--- config.mk ---
export PLATFORM = sky130hd
export DESIGN_NAME = shiftrows_pipe
export DESIGN_NICKNAME = d
export VERILOG_FILES = /design/src/rtl/aes_pkg.sv /design/src/rtl/shiftrows_perm.sv /design/src/rtl/shiftrows_pipe.sv
export SDC_FILE = /design/constraint.sdc
export NUM_CORES = 1
export LEC_CHECK = 0
export ABC_AREA = 1
export BUFFER_PORTS_ARGS = -buffer_cell sky130_fd_sc_hd__buf_2
export CELL_PAD_IN_SITES_DETAIL_PLACEMENT = 1
export CELL_PAD_IN_SITES_GLOBAL_PLACEMENT = 1
export CORE_AREA = 5 5 105 181
export DETAILED_ROUTE_END_ITERATION = 10
export DIE_AREA = 0 0 110 186
export GPL_ROUTABILITY_DRIVEN = 0
export PLACE_DENSITY = 0.94
export REMOVE_ABC_BUFFERS = 1
export SKIP_LAST_GASP = 1
export SYNTH_ARGS = -nofsm -noshare
export SYNTH_HDL_FRONTEND = slang
export SYNTH_SLANG_ARGS = --single-unit
--- constraint.sdc ---
create_clock -name clk -period 2.08 [get_ports clk]
set_clock_uncertainty 0.2 [all_clocks]
set_input_delay 0.208 -clock clk [delete_from_list [all_inputs] [get_ports clk]]
set_output_delay 0.208 -clock clk [all_outputs]
set_load 0.005 [all_outputs]
--- src/rtl/aes_pkg.sv ---
// Shared Rijndael constants and index helpers for the ShiftRows datapath
// and the key-expansion / unrolled-round logic that reuses it.
package aes_pkg;

    // State widths in columns for the three legal Rijndael block sizes.
    localparam int NB_128 = 4;
    localparam int NB_192 = 6;
    localparam int NB_256 = 8;

    // Row-shift direction, sampled with each block.
    typedef enum logic {
        DIR_FWD = 1'b0,
        DIR_INV = 1'b1
    } dir_e;

    // Cyclic left-shift amount of row r.
    // The 256-bit block shifts rows 2 and 3 one column further.
    function automatic int row_offset(input int nb, input int r);
        if (nb == NB_256 && r >= 2) begin
            return r + 1;
        end
        return r;
    endfunction

    // Position of state element s[r][c] in FIPS byte order.
    function automatic int byte_idx(input int r, input int c);
        return r + 4 * c;
    endfunction

endpackage

--- src/rtl/shiftrows_perm.sv ---
// Combinational ShiftRows / InvShiftRows byte permutation for an NB-column
// state. Pure wiring plus one 2:1 mux per byte; no clock.
module shiftrows_perm
    import aes_pkg::*;
#(
    parameter int NB = NB_128
) (
    input  logic [32*NB-1:0] state_i,
    input  logic             inverse_i,
    output logic [32*NB-1:0] state_o
);

    // Byte 0 sits in the most significant lane.
    localparam int TOP = 4 * NB - 1;

    if (NB != NB_128 && NB != NB_192 && NB != NB_256) begin : g_bad_nb
        $error("shiftrows_perm: NB=%0d is not one of 4, 6, 8", NB);
    end

    for (genvar r = 0; r < 4; r++) begin : g_row
        for (genvar c = 0; c < NB; c++) begin : g_col
            localparam int OFF   = row_offset(NB, r);
            localparam int DST   = byte_idx(r, c);
            localparam int SRC_F = byte_idx(r, (c + OFF) % NB);
            localparam int SRC_I = byte_idx(r, (c - OFF + NB) % NB);

            assign state_o[8*(TOP-DST) +: 8] =
                (dir_e'(inverse_i) == DIR_INV) ? state_i[8*(TOP-SRC_I) +: 8]
                                               : state_i[8*(TOP-SRC_F) +: 8];
        end
    end

endmodule

--- src/rtl/shiftrows_pipe.sv ---
// Elastic, pipelined ShiftRows / InvShiftRows stage. The permutation is
// applied ahead of stage 0; the register stages carry {valid, state, tag}
// and advance like a chain of skid-free pipeline registers.
module shiftrows_pipe
    import aes_pkg::*;
#(
    parameter int NB          = NB_128,
    parameter int PIPE_STAGES = 1,
    parameter int TAG_W       = 4,
    parameter int CNT_W       = 16
) (
    input  logic             clk,
    input  logic             reset,
    input  logic             in_valid,
    output logic             in_ready,
    input  logic             in_inverse,
    input  logic [TAG_W-1:0] in_tag,
    input  logic [32*NB-1:0] in_state,
    output logic             out_valid,
    input  logic             out_ready,
    output logic [32*NB-1:0] out_state,
    output logic [TAG_W-1:0] out_tag,
    output logic [CNT_W-1:0] done_count
);

    localparam int SW = 32 * NB;

    if (PIPE_STAGES < 1) begin : g_bad_stages
        $error("shiftrows_pipe: PIPE_STAGES=%0d must be at least 1", PIPE_STAGES);
    end

    logic [SW-1:0]          perm_state;
    logic [PIPE_STAGES-1:0] en;
    logic [PIPE_STAGES-1:0] valid_q, valid_d;
    logic [SW-1:0]          state_q [PIPE_STAGES];
    logic [SW-1:0]          state_d [PIPE_STAGES];
    logic [TAG_W-1:0]       tag_q   [PIPE_STAGES];
    logic [TAG_W-1:0]       tag_d   [PIPE_STAGES];
    logic [CNT_W-1:0]       cnt_q, cnt_d;
    logic                   handoff;

    shiftrows_perm #(
        .NB (NB)
    ) u_perm (
        .state_i   (in_state),
        .inverse_i (in_inverse),
        .state_o   (perm_state)
    );

    assign handoff    = valid_q[PIPE_STAGES-1] & out_ready;
    assign in_ready   = en[0];
    assign out_valid  = valid_q[PIPE_STAGES-1];
    assign out_state  = state_q[PIPE_STAGES-1];
    assign out_tag    = tag_q[PIPE_STAGES-1];
    assign done_count = cnt_q;

    // A stage may load when some stage at or after it is empty, or the sink drains the head.
    always_comb begin : p_enable
        logic room;
        room = out_ready;
        en   = '0;
        for (int i = PIPE_STAGES - 1; i >= 0; i--) begin
            room  = room | ~valid_q[i];
            en[i] = room;
        end
    end

    // Next state of every stage: take the upstream slot when enabled, otherwise hold.
    always_comb begin : p_next
        // NOTE: each signal written here starts from a full default so no latch is inferred.
        valid_d = valid_q;
        state_d = state_q;
        tag_d   = tag_q;
        cnt_d   = cnt_q;
        if (en[0]) begin
            valid_d[0] = in_valid;
            state_d[0] = perm_state;
            tag_d[0]   = in_tag;
        end
        for (int i = 1; i < PIPE_STAGES; i++) begin
            if (en[i]) begin
                valid_d[i] = valid_q[i-1];
                state_d[i] = state_q[i-1];
                tag_d[i]   = tag_q[i-1];
            end
        end
        if (handoff) begin
            cnt_d = cnt_q + CNT_W'(1);
        end
    end

    // Stage registers and completed-block counter.
    always_ff @(posedge clk) begin : p_regs
        // NOTE: sequential state uses non-blocking assignments so all stages update from pre-edge values.
        if (reset) begin
            // NOTE: data registers are reset too, because out_state and out_tag must read zero after reset.
            valid_q <= '0;
            for (int i = 0; i < PIPE_STAGES; i++) begin
                state_q[i] <= '0;
                tag_q[i]   <= '0;
            end
            cnt_q <= '0;
        end else begin
            valid_q <= valid_d;
            state_q <= state_d;
            tag_q   <= tag_d;
            cnt_q   <= cnt_d;
        end
    end

endmodule

==> results.toml, run 1 <==
[outcome]
status = "finished clean"

[die]
core_um2 = 17400
dieArea_um2 = 20500
die_height_um = 186
start_util = 0.333
ios = 287
die_w_um = 110
rows = 64

[job]
maxCapViolations = 0

[final_layout]
num-fill-cells = 2167
syn_to_final_growth_pct = 61.7
layout-drive-gt1-share = 0.285
multi_input_area_um2 = 2470
final_cell_mix = "286 x buf_2, 158 x nor2_1, 154 x nand2_1"
final_common_cell = "buf_2"
final_nets = 1306
seq_area_um2 = 2980

[grt]
grt_max_degree = 97
antenna_found_initial = 8
grt_pass1_vias = 7990
track_usage = 0.277
grt-ovfl-total = 0
grt_pass1_wl_um = 43300

[timing]
fmax_mhz = 498
max-slew-margin-rel = 0.535
rsz0062_at_grt = "no"
hold_viol = 0
period_minus_slack_ps = 2010
setup_viol = 0
tightest_slew_ps = 698
drv_slew = 0
post-route-period-util = 0.966
layout_setup_ws_ps = 70.6

[critical_path]
setup.worst_path.end_class = "output port"
start_kind = "input pin"
crit_required_ps = 1670
critPathMaxStageDelay_ps = 530
path_cells = "dlygate4sd3_1 > buf_2 > nor2_4 > inv_4 > buf_12 > buf_2"
path_class = "input pin to output port"
path_max_fanout = 75
cpMaxStageDelayCell = "dlygate4sd3_1"
path_delay_family = "buffers and inverters"
worst-path-buf-inv = 5
worstPathArrival_ps = 1600
path_common_cell = "buf_2"

[clock_tree]
cts_buffers = 17
post_cts_buffers = 0
clockRootBuffer = "clkbuf_16"
numClockSinks = 149
tritoncts = "done"
cts-htree-levels = 4
path_clk_slew_ps = 70
clk_latency_ps = 410
cts.path.max_buffers = 2

[yosys]
synthDistinctLibCells = 23
ys_warn_count = 0
netlist_area_um2 = 5790
ys_seq_area_frac = 0.516
synth_cells = 775
syn_area_per_cell_um2 = 7.47
ys_ff_latch = 149

[pwr]
powerDensity_nw_per_um2 = 784
power.leakage_nw = 4.57
p_total_w = 0.00734
ir_drop_mv = 0.556

[drt]
drtAntennaViolNets = 0
vias = 7383
wl_per_cell_um = 20.4
drt_iter0_drc = 355
dr.pass1.iters = 5
drt_wl_total_um = 28900
drc_errors = 0
via_per_inst = 5.20

[placement]
dp_slack_ps = 444
post-dp-hpwl_um = 15700
port_buffers = 286

[worst_hold_path]
hold_class = "input pin to flop"
==> power breakdown <==
group	internal, W	switching [W]	leakage [nW]
clock	0.00176	0.00127	0.264
combinational	0.000539	0.000593	3.07
sequential	0.00305	0.000121	1.24
total	0.00535	0.00199	4.57
==> sequential cells by signal, summed over array words and instances, names as in the netlist <==
signal / flops
out_tag: 4
done_count: 16
out_state: 128
out_valid: 1
==> cell type report <==
class | count | share of cell area
sequential | 149 | 0.319
timing repair buffer | 431 | 0.314
multi-input combinational | 547 | 0.264
clock buffer | 18 | 0.0459
tap | 231 | 0.0309
clock inverter | 13 | 0.0144
inverter | 22 | 0.00923
antenna | 8 | 0.00214
==> cell families (layout without fill, tap and decap cells) <==
| group | count (synthesis) | after routing | share of synthesized area |
|---|---|---|---|
| adder cells (fa/ha/maj) | 1 | 1 | 0.00216 |
| AO/OA/AOI/OAI | 214 | 214 | 0.199 |
| AND/OR/NAND/NOR | 332 | 332 | 0.225 |
| other | 0 | 8 | 0 |
| flip-flops | 149 | 149 | 0.516 |
| buffers and inverters | 79 | 484 | 0.0575 |
==> metrics by stage <==
stage	cell area, µm²	hold WS [ps]	std cells	util	setup TNS (ps)
3_3_place_gp	7410	241	1245	0.426	0
2_1_floorplan	5540	80.4	718	-	-93210
4_1_cts	9330	14.5	1411	0.537	0
3_5_place_dp	7410	252	1245	0.426	0
5_1_grt	9350	75.9	1419	0.538	0
6_report	9350	46.2	1419	0.538	0
==> worst min-delay path, stage by stage <==
cell,delay [ps]
buf_2,100
inv_2,150
nand2_1,100
a31oi_1,70
==> layer usage <==
metal | GRT usage | vias up | wire length [µm]
met2 | 0.523 | 342 | 16100
li1 | - | 3371 | -
met3 | 0.0614 | 127 | 1570
met4 | 0.181 | 0 | 1870
met5 | 0 | - | 0
met1 | 0.258 | 3543 | 9420
==> Yosys cell counts (all sizes together) <==
master | n | share of area
nand3 | 12 | 0.010
a21oi | 10 | 0.0087
o21ai | 139 | 0.12
ha | 1 | 0.0022
inv | 22 | 0.014
dfxtp | 149 | 0.52
o21a | 1 | 0.0013
nand2 | 156 | 0.10
clkbuf | 36 | 0.024
nor2 | 160 | 0.11
nand4 | 1 | 0.0011
a31oi | 64 | 0.069
buf | 21 | 0.020
nor3 | 3 | 0.0045
==> path summary, 6_finish.rpt <==
path	end	slack, ps	cells past startpoint	from
setup / recovery	in_ready	70	6	out_ready
hold / removal	out_state[113]$_SDFFE_PP0P_	50	4	in_inverse
setup reg to reg	out_valid$_SDFFE_PP0P_	150	6	out_valid$_SDFFE_PP0P_
hold reg to reg	out_tag[3]$_SDFFE_PP0P_	280	2	out_tag[3]$_SDFFE_PP0P_
==> what timing repair did <==
| item | in CTS | in global routing |
|---|---|---|
| hold buffers | 135 | 0 |
| setup endpoints to repair | 0 | 1 |
| gates resized for setup | 0 | 3 |
| endpoints found under the hold margin | 135 | 0 |
No activity file was read; power rests on OpenSTA's default activity.
==> inputs of run 2 (changes only) <==
Settings changed: MAX_ROUTING_LAYER set to met4.
==> run 2 against run 1 <==
  * Global-route usage up 0.83 points
  * Power about the same
  * Register-to-register slack about the same
  * Core utilization barely moved
  * Combinational power hardly changed
  * Worst hold slack worse by 0.72 ps
  * Sequential power barely moved
  * Via count up 0.49%
  * Clock-buffer cell count unchanged
  * Largest cell class unchanged
  * Highest routed layer unchanged
==> results.toml, run 2 (synthesis gave the netlist of run 1 again) <==
[clock_tree]
cts_buffers = 17
path_clk_slew_ps = 70
cts-htree-levels = 4
cts.path.max_buffers = 2
post_cts_buffers = 0
clk_latency_ps = 410
clockRootBuffer = "clkbuf_16"
numClockSinks = 149
tritoncts = "done"

[timing]
period_minus_slack_ps = 2010
fin_hold_ws_ps = 45.5
drv_slew = 0
layout_setup_ws_ps = 72.0
setup_viol = 0
tightest_slew_ps = 679
hold_viol = 0
fmax_mhz = 498
rsz0062_at_grt = "no"
max-slew-margin-rel = 0.548
post-route-period-util = 0.965

[critical_path]
worstPathArrival_ps = 1600
path_class = "input pin to output port"
path_max_fanout = 75
path_delay_family = "buffers and inverters"
reg2reg_slack_ps = 150
path_common_cell = "buf_2"
crit_required_ps = 1670
worstRegToRegCells = 6
setup.worst_path.end_class = "output port"
worst-path-buf-inv = 5
cpMaxStageDelayCell = "dlygate4sd3_1"
path_cells = "dlygate4sd3_1 > buf_2 > nor2_4 > inv_4 > buf_12 > buf_2"
critPathMaxStageDelay_ps = 530
start_kind = "input pin"
cp_num_cells = 6

[die]
die_w_um = 110
start_util = 0.333
rows = 64
ios = 287
dieArea_um2 = 20500
core_um2 = 17400
die_height_um = 186

[worst_hold_path]
hold_depth = 4
hold_class = "input pin to flop"

[placement]
post-dp-hpwl_um = 15700
port_buffers = 286
dp_slack_ps = 444
dpl.cell_count = 1245

[grt]
grt_pass1_vias = 7990
antenna_found_initial = 8
track_usage = 0.285
grt_pass1_wl_um = 43200
grt-ovfl-total = 0
grt_max_degree = 97

[final_layout]
finish.utilization = 0.538
num-fill-cells = 2168
layout-drive-gt1-share = 0.285
final_common_cell = "buf_2"
largest_reg_flops = 128
final_cell_mix = "286 x buf_2, 158 x nor2_1, 154 x nand2_1"
final_nets = 1306
final_cells = 1420
syn_to_final_growth_pct = 61.7

[drt]
drc_errors = 0
drt_wl_total_um = 28900
vias = 7419
via_per_inst = 5.22
drt_iter0_drc = 431
drtAntennaViolNets = 0
dr.pass1.iters = 5
wl_per_cell_um = 20.3

[pwr]
p_total_w = 0.00734
power.leakage_nw = 4.57
ir_drop_mv = 0.560
powerDensity_nw_per_um2 = 785

[outcome]
status = "finished clean"

[job]
maxCapViolations = 0
run 2: path summary, 6_finish.rpt:
kind	startpoint	endpoint
setup / recovery	out_ready	in_ready
hold / removal	in_inverse	out_state[113]$_SDFFE_PP0P_
setup reg to reg	out_valid$_SDFFE_PP0P_	out_valid$_SDFFE_PP0P_
hold reg to reg	out_tag[3]$_SDFFE_PP0P_	out_tag[3]$_SDFFE_PP0P_
run 2: timing repair:
item | in CTS | in global routing
resized for setup | 0 | 3
endpoints found under the setup margin | 0 | 1
hold buffers | 135 | 0
endpoints found under the hold margin | 135 | 0
run 2: worst min-delay path, cell delays in order:
cell and delay (ps):
buf_2 100, inv_2 150, nand2_1 100, a31oi_1 70
run 2: routing by layer:
| metal | routed length [µm] | GRT usage |
|---|---|---|
| met1 | 9490 | 0.262 |
| met2 | 15900 | 0.523 |
| met3 | 1520 | 0.0545 |
| met4 | 1940 | 0.182 |
| met5 | 0 | - |
run 2: final cells by class:
cell class | count | area [µm²] | share of cell area
Sequential cell | 149 | 2980 | 0.319
Timing Repair Buffer | 431 | 2940 | 0.314
Multi-Input combinational cell | 547 | 2470 | 0.264
Clock buffer | 18 | 429 | 0.0459
Tap cell | 231 | 289 | 0.0309
Clock inverter | 13 | 135 | 0.0144
Inverter | 22 | 86.3 | 0.00923
Antenna cell | 9 | 22.5 | 0.00241
run 2: power by group:
| group | total (W) | internal, W | switching, W |
|---|---|---|---|
| clock network | 0.00304 | 0.00176 | 0.00128 |
| registers | 0.00318 | 0.00305 | 0.000121 |
| logic | 0.00113 | 0.000539 | 0.000590 |
run 2: metrics by stage:
| step | area [µm²] | setup TNS, ps |
|---|---|---|
| after floorplan | 5540 | -93210 |
| after global placement | 7410 | 0 |
| after detailed placement | 7410 | 0 |
| after CTS | 9330 | 0 |
| after global routing | 9360 | 0 |
| final | 9360 | 0 |
==> inputs of run 3 (changes only) <==
Settings changed: CORE_AREA 5 5 105 181 to 5 5 111 191, DIE_AREA 0 0 110 186 to 0 0 116 196, SYNTH_HIERARCHICAL set to 1.
==> run 3 against run 2 <==
  * Register-to-register slack hardly changed
  * Combinational power increased by 13%
  * Power is 4.9% higher
  * Highest routed layer unchanged
  * Largest power group is now clock
  * Non-clock buffer count up 24
  * Largest cell class is now buffers
  * Critical path type is now input pin to flop
==> results.toml, run 3 <==
[final_layout]
finish.utilization = 0.509
final_cell_mix = "286 x buf_2, 284 x nor2_1, 219 x nand2_1"
layout-drive-gt1-share = 0.251
syn_to_final_growth_pct = 49.3
final_nets = 1457
final_common_cell = "buf_2"
largest_reg_flops = 128

[timing]
drv_slew = 0
setup_viol = 0
max-slew-margin-rel = 0.458
rsz0062_at_grt = "no"
hold_viol = 0
period_minus_slack_ps = 2020
tightest_slew_ps = 813
fin_setup_tns_ps = 0
post-route-period-util = 0.971
fmax_mhz = 495

[pwr]
power.leakage_nw = 5.25
ir_drop_mv = 0.444
powerDensity_nw_per_um2 = 774

[drt]
drt_wl_total_um = 30400
drc_errors = 0
dr.pass1.iters = 4
drt_iter0_drc = 496
wl_per_cell_um = 19.3
via_per_inst = 4.97
drtAntennaViolNets = 0
vias = 7842

[yosys]
ys_async_sr_fraction = 0
syn_area_per_cell_um2 = 6.90
synth_area_leaders = "dfxtp_1 45%, nor2_1 16%, nand2_1 12%"
yosys.area.top_type_share = 0.447
synth_ff_type = "dfxtp_1"
ys_warn_count = 6
synth_cells = 966
ys_ff_latch = 149
ys_seq_area_frac = 0.447
synthTopCellsByCount = "284 x nor2_1, 219 x nand2_1, 149 x dfxtp_1"
synth_edf_count = 0
yosys.area.top_type = "dfxtp_1"
synthDistinctLibCells = 23
yosysMostFrequentCell = "nor2_1"
netlist_area_um2 = 6670

[die]
die_w_um = 116
dieArea_um2 = 22700
rows = 68
ios = 287
start_util = 0.341
die_height_um = 196
core_um2 = 19600

[critical_path]
path_class = "input pin to flop"
crit_required_ps = 2220
worstPathArrival_ps = 2160
start_kind = "input pin"
path_max_fanout = 133
setup.worst_path.end_class = "flop"

[grt]
grt_pass1_vias = 8697
grt_pass1_wl_um = 46500
track_usage = 0.270
grt_max_degree = 134
grt-ovfl-total = 0
antenna_found_initial = 2

[clock_tree]
clockRootBuffer = "clkbuf_16"
path_clk_slew_ps = 70
cts_buffers = 17
tritoncts = "done"
numClockSinks = 149
cts-htree-levels = 4
post_cts_buffers = 0
cts.path.max_buffers = 2
clk_latency_ps = 420

[job]
maxCapViolations = 0

[worst_hold_path]
hold_class = "input pin to flop"

[placement]
post-dp-hpwl_um = 15900
port_buffers = 286

[outcome]
status = "finished clean"
run 3: changes by cell type after synthesis, sizes merged:
| cell | previous run | this run |
|---|---|---|
| a31oi | 64 | 0 |
| nand2 | 156 | 221 |
| nor2 | 160 | 286 |
| nand3 | 12 | 11 |
| buf | 21 | 91 |
| nor3 | 3 | 4 |
| clkbuf | 36 | 30 |
run 3: layout make-up:
class | instances | area, µm²
multi-input cells | 674 | 2790
fillers | 2500 | 9620
repair buffers | 455 | 3180
flip-flops and latches | 149 | 2980
inverters | 22 | 86.3
well taps | 245 | 307
diodes | 2 | 5.00
clock inverters | 14 | 176
clock buffers | 18 | 429
run 3: worst paths after layout:
kind / slack [ps] / startpoint / end / depth (start not counted)
setup reg to reg: 140 / out_valid$_SDFFE_PP0P_ / out_state[109]$_SDFFE_PP0P_ / 5
setup / recovery: 60 / out_ready / out_state[109]$_SDFFE_PP0P_ / 6
hold reg to reg: 280 / out_state[12]$_SDFFE_PP0P_ / out_state[12]$_SDFFE_PP0P_ / 2
hold / removal: 10 / in_state[119] / out_state[23]$_SDFFE_PP0P_ / 5
run 3: power by group:
group,switching [W],internal [W],leakage [nW]
clock,0.00135,0.00190,0.280
sequential,0.000116,0.00305,1.24
combinational,0.000671,0.000608,3.73
total,0.00213,0.00557,5.25
run 3: logic make-up after synthesis:
family	synth area share
AND/OR/NAND/NOR	0.303
AO/OA/AOI/OAI	0.113
buffers and inverters	0.135
flip-flops	0.447
adder cells (fa/ha/maj)	0.00188
run 3: critical path, cell delays in order:
cell           delay (ps)
dlygate4sd3_1         530
buf_2                 160
nor2_4                160
buf_12                330
o21ai_0               270
nor2_1                180
run 3: stage by stage:
stage	cells	power, W	hold WS [ps]	area, µm²	setup WS [ps]
after floorplan	845	0.00361	80.4	5850	-1420
after global placement	1383	0.00410	242	7720	407
after detailed placement	1383	0.00414	236	7720	323
after CTS	1577	0.00765	4.00	9950	109
after global routing	1579	0.00801	52.9	9950	15.2
final	1579	0.00770	14.8	9950	60.8
run 3: metal layers:
layer | up-vias | routed length (µm) | track usage
met5 | - | 0 | -
met4 | 0 | 1910 | 0.161
met3 | 128 | 1230 | 0.0472
met2 | 277 | 16900 | 0.503
met1 | 3765 | 10300 | 0.247
li1 | 3672 | - | -
run 3: repair_timing:
action,in CTS,in global routing
hold endpoints to repair,131,0
hold buffers,162,0
resized for setup,0,0
